===== src/rtl/f_fetch_unit_pkg.sv =====
// Shared definitions for the F-stage fetch unit: FSM encoding, reset PC,
// NOP word and the IF/ID payload layout.
package f_fetch_unit_pkg;

    typedef enum logic [1:0] {
        S_REQ  = 2'd0,
        S_WAIT = 2'd1,
        S_HOLD = 2'd2
    } fetch_state_e;

    localparam logic [31:0] RESET_PC  = 32'h0000_3000;
    localparam logic [31:0] NOP_INSTR = 32'h0000_0000;

    typedef struct packed {
        logic [31:0] pc;
        logic [31:0] instr;
    } ifid_t;

    localparam int IFID_W = $bits(ifid_t);

    function automatic ifid_t ifid_reset_value();
        ifid_t v;
        v.pc    = 32'h0000_0000;
        v.instr = NOP_INSTR;
        return v;
    endfunction

endpackage


===== src/rtl/f_fetch_unit_ifid_reg.sv =====
// Generic enabled pipeline register with synchronous active-high reset,
// used for IF/ID and reusable for the later stage boundaries.
module ifid_reg #(
    parameter int               WIDTH     = 64,
    parameter logic [WIDTH-1:0] RESET_VAL = '0
) (
    input  logic             clk,
    input  logic             reset,
    input  logic             en,
    input  logic [WIDTH-1:0] d,
    output logic [WIDTH-1:0] q
);

    always_ff @(posedge clk) begin
        if (reset) begin
            q <= RESET_VAL;
        end else if (en) begin
            q <= d;
        end
    end

endmodule


===== src/rtl/f_fetch_unit.sv =====
// F-stage front end: PC register, instruction-memory req/gnt/rvalid fetch
// FSM with a one-word response buffer, and the IF/ID pipeline register.
module f_fetch_unit
    import f_fetch_unit_pkg::*;
(
    input  logic        clk,
    input  logic        reset,
    input  logic [31:0] npc,
    input  logic        d_stall,
    output logic [31:0] f_pc,
    output logic [31:0] ifid_pc,
    output logic [31:0] ifid_instr,
    output logic        f_busy,
    output logic        im_req,
    output logic [31:0] im_addr,
    input  logic        im_gnt,
    input  logic        im_rvalid,
    input  logic [31:0] im_rdata
);

    fetch_state_e state, next_state;
    logic [31:0]  pc_q;
    logic [31:0]  buf_instr;
    logic [31:0]  fetched_instr;
    logic         avail;
    logic         adv;
    logic         capture;
    ifid_t        ifid_d;
    ifid_t        ifid_q;

    always_comb begin
        avail         = ((state == S_WAIT) && im_rvalid) || (state == S_HOLD);
        adv           = avail && !d_stall;
        capture       = (state == S_WAIT) && im_rvalid && d_stall;
        fetched_instr = (state == S_HOLD) ? buf_instr : im_rdata;
        ifid_d.pc     = pc_q;
        ifid_d.instr  = fetched_instr;
    end

    // An advance both retires the current fetch and issues the next one,
    // bypassing npc onto the bus so a zero-wait memory sustains 1 instr/cycle.
    always_comb begin
        next_state = state;
        im_req     = 1'b0;
        im_addr    = pc_q;
        unique case (state)
            S_REQ: begin
                im_req = 1'b1;
                if (im_gnt) begin
                    next_state = S_WAIT;
                end
            end
            S_WAIT: begin
                if (capture) begin
                    next_state = S_HOLD;
                end
            end
            S_HOLD: begin
                next_state = S_HOLD;
            end
            default: begin
                next_state = S_REQ;
            end
        endcase
        if (adv) begin
            im_req     = 1'b1;
            im_addr    = npc;
            next_state = im_gnt ? S_WAIT : S_REQ;
        end
    end

    always_ff @(posedge clk) begin
        if (reset) begin
            state     <= S_REQ;
            pc_q      <= RESET_PC;
            buf_instr <= 32'h0000_0000;
        end else begin
            state <= next_state;
            if (adv) begin
                pc_q <= npc;
            end
            if (capture) begin
                buf_instr <= im_rdata;
            end
        end
    end

    ifid_reg #(
        .WIDTH     (IFID_W),
        .RESET_VAL (ifid_reset_value())
    ) u_ifid (
        .clk   (clk),
        .reset (reset),
        .en    (adv),
        .d     (ifid_d),
        .q     (ifid_q)
    );

    always_comb begin
        f_pc       = pc_q;
        ifid_pc    = ifid_q.pc;
        ifid_instr = ifid_q.instr;
        f_busy     = !avail;
    end

endmodule


===== config.mk =====
export PLATFORM = sky130hd
export DESIGN_NAME = f_fetch_unit
export DESIGN_NICKNAME = d
export VERILOG_FILES = /design/src/rtl/f_fetch_unit_pkg.sv /design/src/rtl/f_fetch_unit_ifid_reg.sv /design/src/rtl/f_fetch_unit.sv
export SDC_FILE = /design/constraint.sdc
export NUM_CORES = 1
export LEC_CHECK = 0
export BUFFER_PORTS_ARGS = -buffer_cell sky130_fd_sc_hd__buf_4
export CAP_MARGIN = 30
export CORE_MARGIN = 2
export CORE_UTILIZATION = 24
export CTS_CLUSTER_DIAMETER = 200
export DETAILED_ROUTE_END_ITERATION = 6
export GPL_TIMING_DRIVEN = 0
export PLACE_DENSITY = 0.5
export SETUP_SLACK_MARGIN = 0.4
export SLEW_MARGIN = 20
export SYNTH_ARGS = -nofsm -noshare
export SYNTH_HDL_FRONTEND = slang
export SYNTH_SLANG_ARGS = --single-unit

===== constraint.sdc =====
create_clock -name clk -period 1.66 [get_ports clk]
set_clock_uncertainty 0.05 [all_clocks]
set_input_delay 0 -clock clk [delete_from_list [all_inputs] [get_ports clk]]
set_output_delay 0 -clock clk [all_outputs]
set_load 0.005 [all_outputs]

Yosys cells after proc, flatten, opt, wreduce, memory -nomap -nowiden
Cells that the tools add are included.
{"block": "op_classes", "mux": 9, "n_reduce_logical": 8, "n_eq_ne": 4}
{"cell": "$mux W32", "count": 2}
{"cell": "$mux W2", "count": 3}
{"cell": "$ne A3 B3 Y1 const B", "count": 2}
{"cell": "$pmux W2 S3", "count": 1}
{"cell": "$logic_and A1 B1 Y1", "count": 3}
{"cell": "$mux W1", "count": 3}
{"cell": "$eq A2 B1 Y1 const B", "count": 1}
{"cell": "$eq A2 B2 Y1 const B", "count": 1}
{"cell": "$logic_not A1 Y1", "count": 2}
{"cell": "$logic_not A2 Y1", "count": 1}
{"cell": "$reduce_and A2 Y1", "count": 1}
{"cell": "$logic_or A1 B1 Y1", "count": 1}
{"block": "totals", "reg_bits": 130, "out_inout_bits": 130}

Longest topological paths before layout
Gate-level depths: netlist of the first run.
{"block": "logic_depth", "word_depth": 6, "ltp_mapped": 10}

Modules after synthesis
Synthesis of the first run repeated with hierarchy kept, for this count alone.
{"block": "hier_totals", "hier_cells": 583, "area_unflattened_um2": 5566.6}
{"mod": "f_fetch_unit", "cells_per_inst": 377, "n_inst": 1, "area_each_um2": 3275.6}
{"mod": "ifid_reg", "cells_per_inst": 206, "n_inst": 1, "area_each_um2": 2290.9}

Least setup slack after synthesis of the first run
No wires, ideal clock.
{"block": "synth_path", "path_kind": "register to register", "startpoint": "register state[0]", "endpoint": "register pc_q[12], in the netlist f_pc[12]", "arrival_ns": 1.447, "t_required_ns": 1.490, "period_less_slack_ns": 1.617, "path_slack_ns": 0.043, "setup_ns": 0.120, "stages_incl_launch_ff": 10, "path_buffers": 3, "cell_sequence": "dfxtp_1 inv_1 ha_1 buf_6 a21o_1 buf_6 clkinv_2 nor2_1 buf_6 a211o_1"}
{"block": "synth_between", "elab_chain_len": 5, "word_cells_on_any_way": 6, "classes_between": "eq/ne (2); mux (1); reduce/logical (3)"}
{"element": "start: declaration", "line_no": "f_fetch_unit.sv:21", "text": "fetch_state_e state, next_state;"}
{"element": "start signal: assignment", "line_no": "f_fetch_unit.sv:78", "text": "state <= next_state;"}
{"element": "$eq A2 B1 Y1", "line_no": "f_fetch_unit.sv:32", "text": "avail = ((state == S_WAIT) && im_rvalid) || (state == S_HOLD);"}
{"element": "$logic_and A1 B1 Y1", "line_no": "f_fetch_unit.sv:32"}
{"element": "$logic_or A1 B1 Y1 *", "line_no": "f_fetch_unit.sv:32"}
{"element": "$logic_and A1 B1 Y1 *", "line_no": "f_fetch_unit.sv:33", "text": "adv = avail && !d_stall;"}
{"element": "$mux W32 *"}
{"element": "end signal: assignment", "line_no": "f_fetch_unit.sv:80", "text": "pc_q <= npc;"}
{"element": "end: declaration", "line_no": "f_fetch_unit.sv:22", "text": "logic [31:0] pc_q;"}
Every way passes the cells marked *; elsewhere a longest branch is shown, timed or not.
A chain may end at the register's enable or synchronous reset.

Worst setup path in the final report of the first run
{"block": "layout_path", "startpoint": "register state[0]", "endpoint": "output im_addr[7]"}
{"block": "layout_between", "elab_chain_len": 5, "word_cells_on_any_way": 6, "classes_between": "eq/ne (2); mux (1); reduce/logical (3)"}
{"element": "$eq A2 B1 Y1", "line_no": "f_fetch_unit.sv:32"}
{"element": "$logic_and A1 B1 Y1", "line_no": "f_fetch_unit.sv:32"}
{"element": "$logic_or A1 B1 Y1 *", "line_no": "f_fetch_unit.sv:32"}
{"element": "$logic_and A1 B1 Y1 *", "line_no": "f_fetch_unit.sv:33"}
{"element": "$mux W32 *"}
{"element": "end: declaration", "line_no": "f_fetch_unit.sv:15", "text": "output logic [31:0] im_addr,"}
Marks and branches as above.

==> parameters.txt, run 1 <==
Parameter                              Value

Critical path
  Category of the worst setup path launch point ... flop
  Capturing element of the worst setup path ... im_addr[7]
  Worst Setup SP ... state[0]
  Slowest CP cell ... sky130_fd_sc_hd__dfxtp_2
  Register-to-Register Setup Slack ... -0.28 ns
  Worst-path fanout max ... 8
  Setup CP Type ... flop to output port
  Top cell by count, worst path ... sky130_fd_sc_hd__buf_6
  Cell-by-cell listing of the critical path ... inv_2, ha_4, buf_6, a21o_1, buf_6, inv_8, buf_12, clkbuf_16, o21ai_4, nand2_2, buf_6
  Count of buffer and inverter cells on the critical path ... 7
  Worst endpoint data arrival time ... 1.97 ns
  Delay of the slowest cell on the worst path ... 0.33 ns
  Cell family with the largest share of critical-path delay ... buffers and inverters
  Worst-case reg-to-reg path depth ... 12
  R2r startpoint ... state[0]
  Stages on worst setup path ... 11
  Reg-to-Reg End ... u_ifid.q[55]
  CP required ... 1.61 ns
  Endpoint class of the critical path ... output port

Routing
  Routed Antenna Nets ... 0
  Via density ... 4.71
  Average routed wire per standard cell ... 17.8 µm
  DR iter-0 viols ... 218
  Via Count ... 5,903
  TritonRoute pass-1 iters ... 4
  Final routed DRC violation total ... 0
  WL final ... 22,300 µm

GRT
  Largest net degree at the start of global routing ... 17
  Global-route wire length before repair ... 32,800 µm
  Antenna violations before repair ... 0
  Global routing usage summed across all routing layers ... 17.5%
  Remaining Overflow, GRT ... 0
  Number of global-route vias before repair ... 5,893

Placed design
  Routability congestion estimate from global placement ... 0.805
  Post-DP HPWL ... 14,300 µm
  PortBufs ... 196
  Number of placed cells counting well taps ... 1,112

Floorplanning
  Starting Density ... 24.5%
  Die height ... 156 µm
  Width of the die ... 156 µm
  Die area ... 24,400 µm²
  Row cnt ... 55
  Total core area ... 22,700 µm²
  Top-level I/O count ... 199

Timing
  Time the worst path needs with I/O delays and setup ... 2.02 ns
  Slew HR ... 29.6%
  Worst Max-Slew Pin Slew ... 1.06 ns
  Setup TNS ... -22.31 ns
  RSZ-0062 raised after global routing ... yes
  Final worst-path setup slack ... -0.357 ns
  Final hold vios ... 0
  Final setup fails ... 98
  Pins over their slew limit ... 0
  Max frequency ... 496 MHz
  Period utilization ... 122%

Clock network
  Library cell used as clock root buffer ... sky130_fd_sc_hd__clkbuf_16
  # clock sinks ... 130
  Buffer levels on the longest clock path ... 2
  Clock Pin Slew Worst Setup and Hold Paths ... 0.05 ns
  Total number of H-tree levels ... 4
  Insertion delay of the later-clocked pin in the worst-skew pair ... 0.41 ns
  Number of buffers created by CTS ... 17
  CTS tree ... yes

Synth
  Syn_area_per_cell ... 8.83 µm²
  Largest cells by area after synthesis ... sky130_fd_sc_hd__dfxtp_1, sky130_fd_sc_hd__a21oi_1, sky130_fd_sc_hd__nand2_1
  Most used DFF post-synth ... sky130_fd_sc_hd__dfxtp_1
  Count of distinct cell types in the synthesized netlist ... 34
  Async S/R FF share, synth ... 0%
  Sequential cell area fraction in the yosys report ... 46.7%
  Most instantiated library cell after synthesis ... sky130_fd_sc_hd__dfxtp_1
  Number of register bits inferred by synthesis ... 130
  Proportion of netlist area held by the largest area contributor ... 46.7%
  Mapped Nets ... 703
  Number of synthesized flops with an enable pin ... 0
  Netlist Area Pre-Place ... 5570 µm²
  Post-Syn Instances ... 631
  Yosys warnings ... 0
  Post-synth top cells ... sky130_fd_sc_hd__dfxtp_1, sky130_fd_sc_hd__a21oi_1, sky130_fd_sc_hd__nand2_1
  Post-synth top area cell ... sky130_fd_sc_hd__dfxtp_1

Worst hold path
  Hold_sp ... d_stall
  Hold Crit Class ... input port to flop

Finish
  Final non-filler cell total ... 1,254
  Ratio of cells with drive above 1 in the final layout ... 55.0%
  Area added between synthesis and finish ... 89.1%
  Final #Nets ... 1,028
  Ant diodes ... 0
  Layout filler cell count ... 2,170

Job
  Number of maximum-capacitance constraint violations ... 0

Power
  Power density of the placed cells ... 1080 nW/µm²
  Peak supply drop ... 660 µV
  Power Total ... 11,400 µW
  Static power due to leakage ... 0.00410 µW

Status
  Violated checks ... negative setup slack
  Outcome ... finished, violations left
==> registers in the layout (all words and copies together) (netlist names) <==
name       flops
u_ifid.q      64
state          2
buf_instr     32
f_pc          32
==> cell type report <==
class | count | area (µm²) | share of cell area (%)
buffer | 65 | 621 | 5.89
clock buffer | 21 | 470 | 4.47
clock inverter | 11 | 175 | 1.66
inverter | 4 | 22.5 | 0.214
multi-input combinational | 432 | 3490 | 33.1
sequential | 130 | 2610 | 24.7
tap | 285 | 357 | 3.39
timing repair buffer | 306 | 2800 | 26.6
==> cell usage in the layout, fill, tap and decap left out, drive strengths merged <==
master and count:
a21boi 3, clkinv 3, a21oi 126, or2 1
nand2b 2, ha 3, nand2 94, inv 6
o21ai 63, or3b 1, buf 273, a211o 2
clkbuf 48, dlygate4sd3 70, a211oi 33, a21o 3
bufbuf 1, o32ai 1, nand3 63, clkinvlp 2
dfxtp 130, a22oi 1, nor2b 1, and3 1
mux2i 32, nor2 1, bufinv 4, o22ai 1
==> how the worst min path moves through the flow <==
| stage | endpoint | cells past startpoint |
|---|---|---|
| 2_1_floorplan | im_addr[12] | 1 |
| 3_3_place_gp | f_pc[12] | 2 |
| 3_5_place_dp | f_pc[12] | 2 |
| 4_1_cts | f_pc[21] | 3 |
| 5_1_grt | state[0] | 3 |
| 6_report | state[0] | 3 |
==> cell families after synthesis <==
group,count (synthesis),share of synthesized area [%]
AO/OA/AOI/OAI,233,27.0
adder cells (fa/ha/maj),3,0.674
buffers and inverters,69,7.10
flip-flops,130,46.7
multiplexers,32,5.75
AND/OR/NAND/NOR,164,12.8
==> through the flow <==
stage | util, % | worst slack, ns | hold slack (ns) | area [µm²]
finish | 46.4 | -0.357 | 0.00654 | 10500
global route | 46.4 | -0.451 | 0.0118 | 10500
CTS | 43.2 | -0.372 | -0.0475 | 9810
detailed placement | 33.5 | -0.182 | 0.174 | 7620
global placement | 33.5 | -0.178 | 0.173 | 7620
floorplan | - | 0.131 | 0.0481 | 5790
==> timing repair <==
action | CTS | global route
pin swaps | 31 | 55
gates cloned | 9 | 2
setup endpoints to repair | 164 | 164
hold endpoints to repair | 98 | 1
hold buffers | 68 | 2
setup buffers | 21 | 8
resized for setup | 124 | 142
==> per-layer routing <==
layer / track usage (%) / share of wire, %
met5: 0 / 0
met3: 4.26 / 4.9
met1: 22.5 / 45
met4: 5.33 / 1.3
met2: 29.0 / 49
==> tightest hold or removal path: stages <==
cell and delay [ns]:
sky130_fd_sc_hd__buf_4 0.16, sky130_fd_sc_hd__o22ai_1 0.17, sky130_fd_sc_hd__o32ai_1 0.09
==> where the power goes <==
| part | internal, µW | switching, µW | leakage, µW | total, µW |
|---|---|---|---|---|
| registers | 3340 | 194 | 0.00105 | 3530 |
| clock network | 2650 | 1510 | 0.000310 | 4160 |
| logic | 1960 | 1750 | 0.00274 | 3710 |
| total | 7950 | 3450 | 0.00410 | 11400 |
Power figures use the tool's default switching activity.
==> run 2: changes to the inputs <==
--- a/config.mk
+++ b/config.mk
@@ -12,7 +12,7 @@
 export CTS_CLUSTER_DIAMETER = 200
 export DETAILED_ROUTE_END_ITERATION = 6
 export GPL_TIMING_DRIVEN = 0
-export PLACE_DENSITY = 0.5
+export PLACE_DENSITY_LB_ADDON = 0.12
 export SETUP_SLACK_MARGIN = 0.4
 export SLEW_MARGIN = 20
 export SYNTH_ARGS = -nofsm -noshare
==> parameters.txt, run 2 (synthesis results as in run 1) <==
Parameter                              Value

Status
  Outcome ... finished, violations left
  Violated checks ... negative setup slack

Routing
  Final routed DRC violation total ... 0 (unchanged)
  TritonRoute pass-1 iters ... 4 (unchanged)
  Routed Antenna Nets ... 0 (unchanged)
  DR iter-0 viols ... 273 (+25%)
  Via density ... 4.67 (-0.78%)
  Via Count ... 5,810 (-1.6%)
  Average routed wire per standard cell ... 17.3 µm (-2.7%)
  WL final ... 21,500 µm (-3.5%)

Timing
  Period utilization ... 123% (+1.4 points)
  Max frequency ... 490 MHz (-1.1%)
  Slew HR ... 13.2% (-16 points)
  Final worst-path setup slack ... -0.380 ns (-0.0224 ns)
  Time the worst path needs with I/O delays and setup ... 2.04 ns (+0.0224 ns)
  Final hold vios ... 0 (unchanged)
  Final setup fails ... 100 (+2.0%)
  Pins over their slew limit ... 0 (unchanged)
  Worst Max-Slew Pin Slew ... 1.30 ns (+0.246 ns)
  Setup TNS ... -20.46 ns (+1.85 ns)
  RSZ-0062 raised after global routing ... yes

Power
  Static power due to leakage ... 0.00400 µW (-2.5%)
  Power density of the placed cells ... 1070 nW/µm² (-0.71%)
  Peak supply drop ... 622 µV (-5.7%)

Job
  Number of maximum-capacitance constraint violations ... 0 (unchanged)

Critical path
  CP required ... 1.61 ns (about the same)
  Worst endpoint data arrival time ... 1.99 ns (+0.02 ns)
  Slowest CP cell ... sky130_fd_sc_hd__dfxtp_4
  Delay of the slowest cell on the worst path ... 0.37 ns (+0.04 ns)
  Top cell by count, worst path ... sky130_fd_sc_hd__buf_6
  Setup CP Type ... flop to output port
  Endpoint class of the critical path ... output port
  Cell-by-cell listing of the critical path ... inv_4, ha_4, buf_6, a21o_1, buf_6, clkinv_4, buf_12, buf_12, o21ai_2, nand2_1, buf_6
  Worst-path fanout max ... 10 (+2)
  Category of the worst setup path launch point ... flop

Finish
  Post-route core utilization ... 44.6% (-1.8 points)
  Largest register by flop count ... u_ifid.q
  Ant diodes ... 0 (unchanged)
  Final #Nets ... 1,018 (-0.97%)
  Ratio of cells with drive above 1 in the final layout ... 48.5% (-6.5 points)
  Final non-filler cell total ... 1,244 (-0.80%)
  Most common cell after layout, fill and taps aside ... sky130_fd_sc_hd__buf_4
  Area added between synthesis and finish ... 81.7%
  Max FFs per register ... 64 (unchanged)
  Layout filler cell count ... 2,212 (+1.9%)
  Most used cells in the layout excluding fill and tap cells ... sky130_fd_sc_hd__buf_4, sky130_fd_sc_hd__dfxtp_1, sky130_fd_sc_hd__a21oi_1, sky130_fd_sc_hd__nand2_1, sky130_fd_sc_hd__dlygate4sd3_1

Floorplanning
  Starting Density ... 24.5% (unchanged)
  Die area ... 24,400 µm² (unchanged)
  Total core area ... 22,700 µm² (unchanged)
  Width of the die ... 156 µm (unchanged)
  Die height ... 156 µm (unchanged)
  Row cnt ... 55 (unchanged)
  Top-level I/O count ... 199 (unchanged)

GRT
  Largest net degree at the start of global routing ... 17 (unchanged)
  Global-route wire length before repair ... 32,300 µm (-1.8%)
  Remaining Overflow, GRT ... 0 (unchanged)
  Number of global-route vias before repair ... 5,580 (-5.3%)
  Antenna violations before repair ... 0 (unchanged)
  Global routing usage summed across all routing layers ... 17.2% (-0.32 points)

Placed design
  Minimum setup slack after placement ... -0.189 ns (-0.00679 ns)
  Number of placed cells counting well taps ... 1,112 (unchanged)
  Routability congestion estimate from global placement ... 0.757 (-5.9%)
  Post-DP HPWL ... 14,400 µm (+0.68%)
  PortBufs ... 196 (unchanged)

Worst hold path
  Hold Crit Class ... input port to flop

Clock network
  # clock sinks ... 130 (unchanged)
  Number of buffers created by CTS ... 17 (unchanged)
  Total number of H-tree levels ... 4 (unchanged)
  CTS tree ... yes
  Insertion delay of the later-clocked pin in the worst-skew pair ... 0.42 ns (about the same)
  Clock Pin Slew Worst Setup and Hold Paths ... 0.06 ns (about the same)
  Buffer levels on the longest clock path ... 2 (unchanged)
  Library cell used as clock root buffer ... sky130_fd_sc_hd__clkbuf_16
## run 2: worst paths after layout
path,from,end,slack (ns),depth (start not counted)
worst min register to register,buf_instr[29],buf_instr[29],0.40,2
worst min-delay path,reset,state[0],0.04,3
worst max register to register,state[0],u_ifid.q[20],-0.25,11
worst max-delay path,state[0],im_addr[2],-0.38,11
## run 2: critical path: cells and delay by family (launching register included)
family	cells	cell delay (ns)
AOI/OAI and AO/OA	2	0.22
and+or+nand+nor	1	0.10
buffers and inverters	7	0.72
adders and majority gates	1	0.14
DFF	1	0.37
## run 2: metrics by stage
| step | instance area, µm² | power, µW | hold slack [ns] |
|---|---|---|---|
| floorplan | 5790 | 4940 | 0.0481 |
| global placement | 7620 | 5980 | 0.172 |
| detailed placement | 7620 | 5960 | 0.172 |
| CTS | 9530 | 10600 | -0.0417 |
| global route | 10100 | 11400 | 0.0371 |
| finish | 10100 | 10900 | 0.0388 |
## run 2: area by class of cell
class,instances,area (µm²),share of cell area [%]
clock buffer,18,429,4.24
tap,285,357,3.52
buffer,65,607,6.00
clock inverter,14,178,1.76
multi-input combinational,432,3220,31.8
inverter,4,22.5,0.223
timing repair buffer,296,2700,26.7
sequential,130,2610,25.8
## run 2: what timing repair did
item / 4_1_cts / 5_1_grt
gates cloned: 7 / 2
pin swaps: 9 / 33
gates resized for setup: 82 / 105
setup buffers: 15 / 7
hold buffers: 66 / 3
hold endpoints to repair: 98 / 1
endpoints found under the setup margin: 163 / 164
## run 2: power by group
part,total (µW),internal [µW],switching [µW],leakage (µW)
sequential,3530,3340,194,0.00105
combinational,3390,1800,1590,0.00266
clock,3950,2380,1570,0.000284
## run 2: metal layers
layer	part of all wire (%)	routed length, µm	track usage [%]
met4	1.6	352	5.72
met3	5.9	1270	4.35
met1	48	10200	23.7
met2	45	9650	26.1
met5	0	0	0
==> run 3: changes to the inputs <==
==> constraint.sdc (replaced) <==
create_clock -name clk -period 2.6 [get_ports clk]
set_clock_uncertainty 0.05 [all_clocks]
set_input_delay 0 -clock clk [delete_from_list [all_inputs] [get_ports clk]]
set_output_delay 0 -clock clk [all_outputs]
set_load 0.005 [all_outputs]
==> parameters.txt, run 3 (synthesis results as in run 1) <==
Parameter                              Value

Status
  Outcome ... finished, final reports clean

Finish
  Largest register by flop count ... u_ifid.q
  Most used cells in the layout excluding fill and tap cells ... sky130_fd_sc_hd__buf_4, sky130_fd_sc_hd__dfxtp_1, sky130_fd_sc_hd__a21oi_1, sky130_fd_sc_hd__nand2_1, sky130_fd_sc_hd__dlygate4sd3_1
  Ratio of cells with drive above 1 in the final layout ... 35.8% (-13 points)
  Final #Nets ... 994 (-2.4%)
  Most common cell after layout, fill and taps aside ... sky130_fd_sc_hd__buf_4
  Ant diodes ... 0 (unchanged)
  Area added between synthesis and finish ... 58.1%
  Max FFs per register ... 64 (unchanged)

Routing
  Via density ... 4.55 (-2.5%)
  Final routed DRC violation total ... 0 (unchanged)
  Average routed wire per standard cell ... 16.6 µm (-4.3%)
  Routed Antenna Nets ... 0 (unchanged)
  TritonRoute pass-1 iters ... 4 (unchanged)
  Via Count ... 5,555 (-4.4%)
  WL final ... 20,200 µm (-6.1%)
  DR iter-0 viols ... 240 (-12%)

Critical path
  Top cell by count, worst path ... sky130_fd_sc_hd__buf_6
  CP required ... 2.55 ns (+0.94 ns)
  Setup CP Type ... flop to output port
  Worst endpoint data arrival time ... 2.04 ns (+0.05 ns)
  Delay of the slowest cell on the worst path ... 0.33 ns (-0.04 ns)
  Cell-by-cell listing of the critical path ... inv_2, ha_2, buf_6, a21o_1, buf_6, buf_4, buf_6, nand3_1, nand2_1, buf_4
  Category of the worst setup path launch point ... flop
  Endpoint class of the critical path ... output port
  Worst-path fanout max ... 10 (unchanged)
  Slowest CP cell ... sky130_fd_sc_hd__dfxtp_2

Timing
  Final setup fails ... 0 (-100%)
  Period utilization ... 80.3%
  Slew HR ... 48.5% (+35 points)
  Pins over their slew limit ... 0 (unchanged)
  Final hold vios ... 0 (unchanged)
  Worst Max-Slew Pin Slew ... 0.773 ns (-0.529 ns)
  Time the worst path needs with I/O delays and setup ... 2.09 ns
  RSZ-0062 raised after global routing ... yes
  Worst hold slack ... 0.113 ns (+0.0743 ns)
  Setup TNS ... 0 ns (+20.46 ns)
  Max frequency ... 479 MHz

Clock network
  Library cell used as clock root buffer ... sky130_fd_sc_hd__clkbuf_16
  Clock Pin Slew Worst Setup and Hold Paths ... 0.06 ns (about the same)
  Insertion delay of the later-clocked pin in the worst-skew pair ... 0.42 ns (about the same)
  Number of buffers created by CTS ... 17 (unchanged)
  CTS tree ... yes
  # clock sinks ... 130 (unchanged)
  Buffer levels on the longest clock path ... 2 (unchanged)
  Total number of H-tree levels ... 4 (unchanged)

GRT
  Number of global-route vias before repair ... 5,477 (-1.8%)
  Global-route wire length before repair ... 31,200 µm (-3.4%)
  Global routing usage summed across all routing layers ... 16.6% (-0.58 points)
  Most congested layer reported by global routing ... met2
  Antenna violations before repair ... 0 (unchanged)
  Met3 Usage GRT ... 4.68% (+0.33 points)
  Remaining Overflow, GRT ... 0 (unchanged)
  Met2 Track Usage GR ... 25.9% (-0.21 points)
  GR Util met1 ... 21.9% (-1.8 points)
  Largest net degree at the start of global routing ... 17 (unchanged)

Placed design
  Post-DP HPWL ... 14,300 µm (-0.71%)
  Routability congestion estimate from global placement ... 0.755 (-0.28%)
  PortBufs ... 196 (unchanged)

Floorplanning
  Die height ... 156 µm (unchanged)
  Starting Density ... 24.5% (unchanged)
  Total core area ... 22,700 µm² (unchanged)
  Width of the die ... 156 µm (unchanged)
  Die area ... 24,400 µm² (unchanged)
  Top-level I/O count ... 199 (unchanged)
  Row cnt ... 55 (unchanged)

Power
  Peak supply drop ... 360 µV (-42%)
  Power Total ... 6230 µW (-43%)
  Static power due to leakage ... 0.00358 µW (-10%)
  Power density of the placed cells ... 707 nW/µm² (-34%)

Worst hold path
  Hold Crit Class ... input port to flop

Job
  Number of maximum-capacitance constraint violations ... 0 (unchanged)
run 3: cell types whose count changed in the layout (fill, tap and decap cells not counted), sizes merged:
| cell | before | now |
|---|---|---|
| clkbuf | 44 | 52 |
| bufinv | 3 | 2 |
| clkinvlp | 4 | 2 |
| clkinv | 4 | 3 |
| inv | 7 | 4 |
| dlygate4sd3 | 69 | 68 |
| bufbuf | 2 | 0 |
| buf | 264 | 242 |
run 3: timing repair:
item	4_1_cts	5_1_grt
gates resized for setup	14	8
endpoints found under the setup margin	31	30
endpoints found under the hold margin	101	0
pin swaps	1	2
buffers inserted	2	6
hold buffers	68	0
run 3: worst paths after layout:
path | from | end | slack (ns) | cells after the start
max | state[0] | im_addr[15] | 0.51 | 10
min | d_stall | f_pc[2] | 0.11 | 3
max reg2reg | state[0] | u_ifid.q[24] | 0.72 | 9
min reg2reg | buf_instr[3] | buf_instr[3] | 0.40 | 2
run 3: area by class of cell:
cell class              instances  area, µm²
clock inverters                 7       97.6
flip-flops and latches        130       2600
clock buffers                  25        495
plain buffers                  65        422
repair buffers                272       2210
multi-input cells             432       2610
well taps                     285        357
inverters                       4       16.3
fillers                      2394      13900
run 3: through the flow:
step | area (µm²) | instances | utilization [%] | setup WS [ns]
3_5_place_dp | 7400 | 1112 | 32.6 | 0.637
4_1_cts | 8730 | 1214 | 38.5 | 0.416
3_3_place_gp | 7400 | 1112 | 32.6 | 0.684
5_1_grt | 8810 | 1220 | 38.8 | 0.382
6_report | 8810 | 1220 | 38.8 | 0.512
2_1_floorplan | 5570 | 631 | - | 0.983
run 3: routing by layer:
layer | routed length, µm | vias up
met2 | 9090 | 163
met1 | 9550 | 2553
met3 | 1170 | 23
met5 | 0 | -
li1 | - | 2816
met4 | 382 | 0
run 3: power breakdown:
part	total [µW]	switching, µW	internal [µW]
Sequential	2230	95.9	2130
Combinational	1570	804	766
Clock	2430	915	1520
run 3: critical path: cells and delay by family (launching register included):
family	cells	cell delay [ns]
AOI/OAI and AO/OA	1	0.15
DFF	1	0.33
adders and majority gates	1	0.17
and+or+nand+nor	2	0.19
buffers and inverters	6	0.78
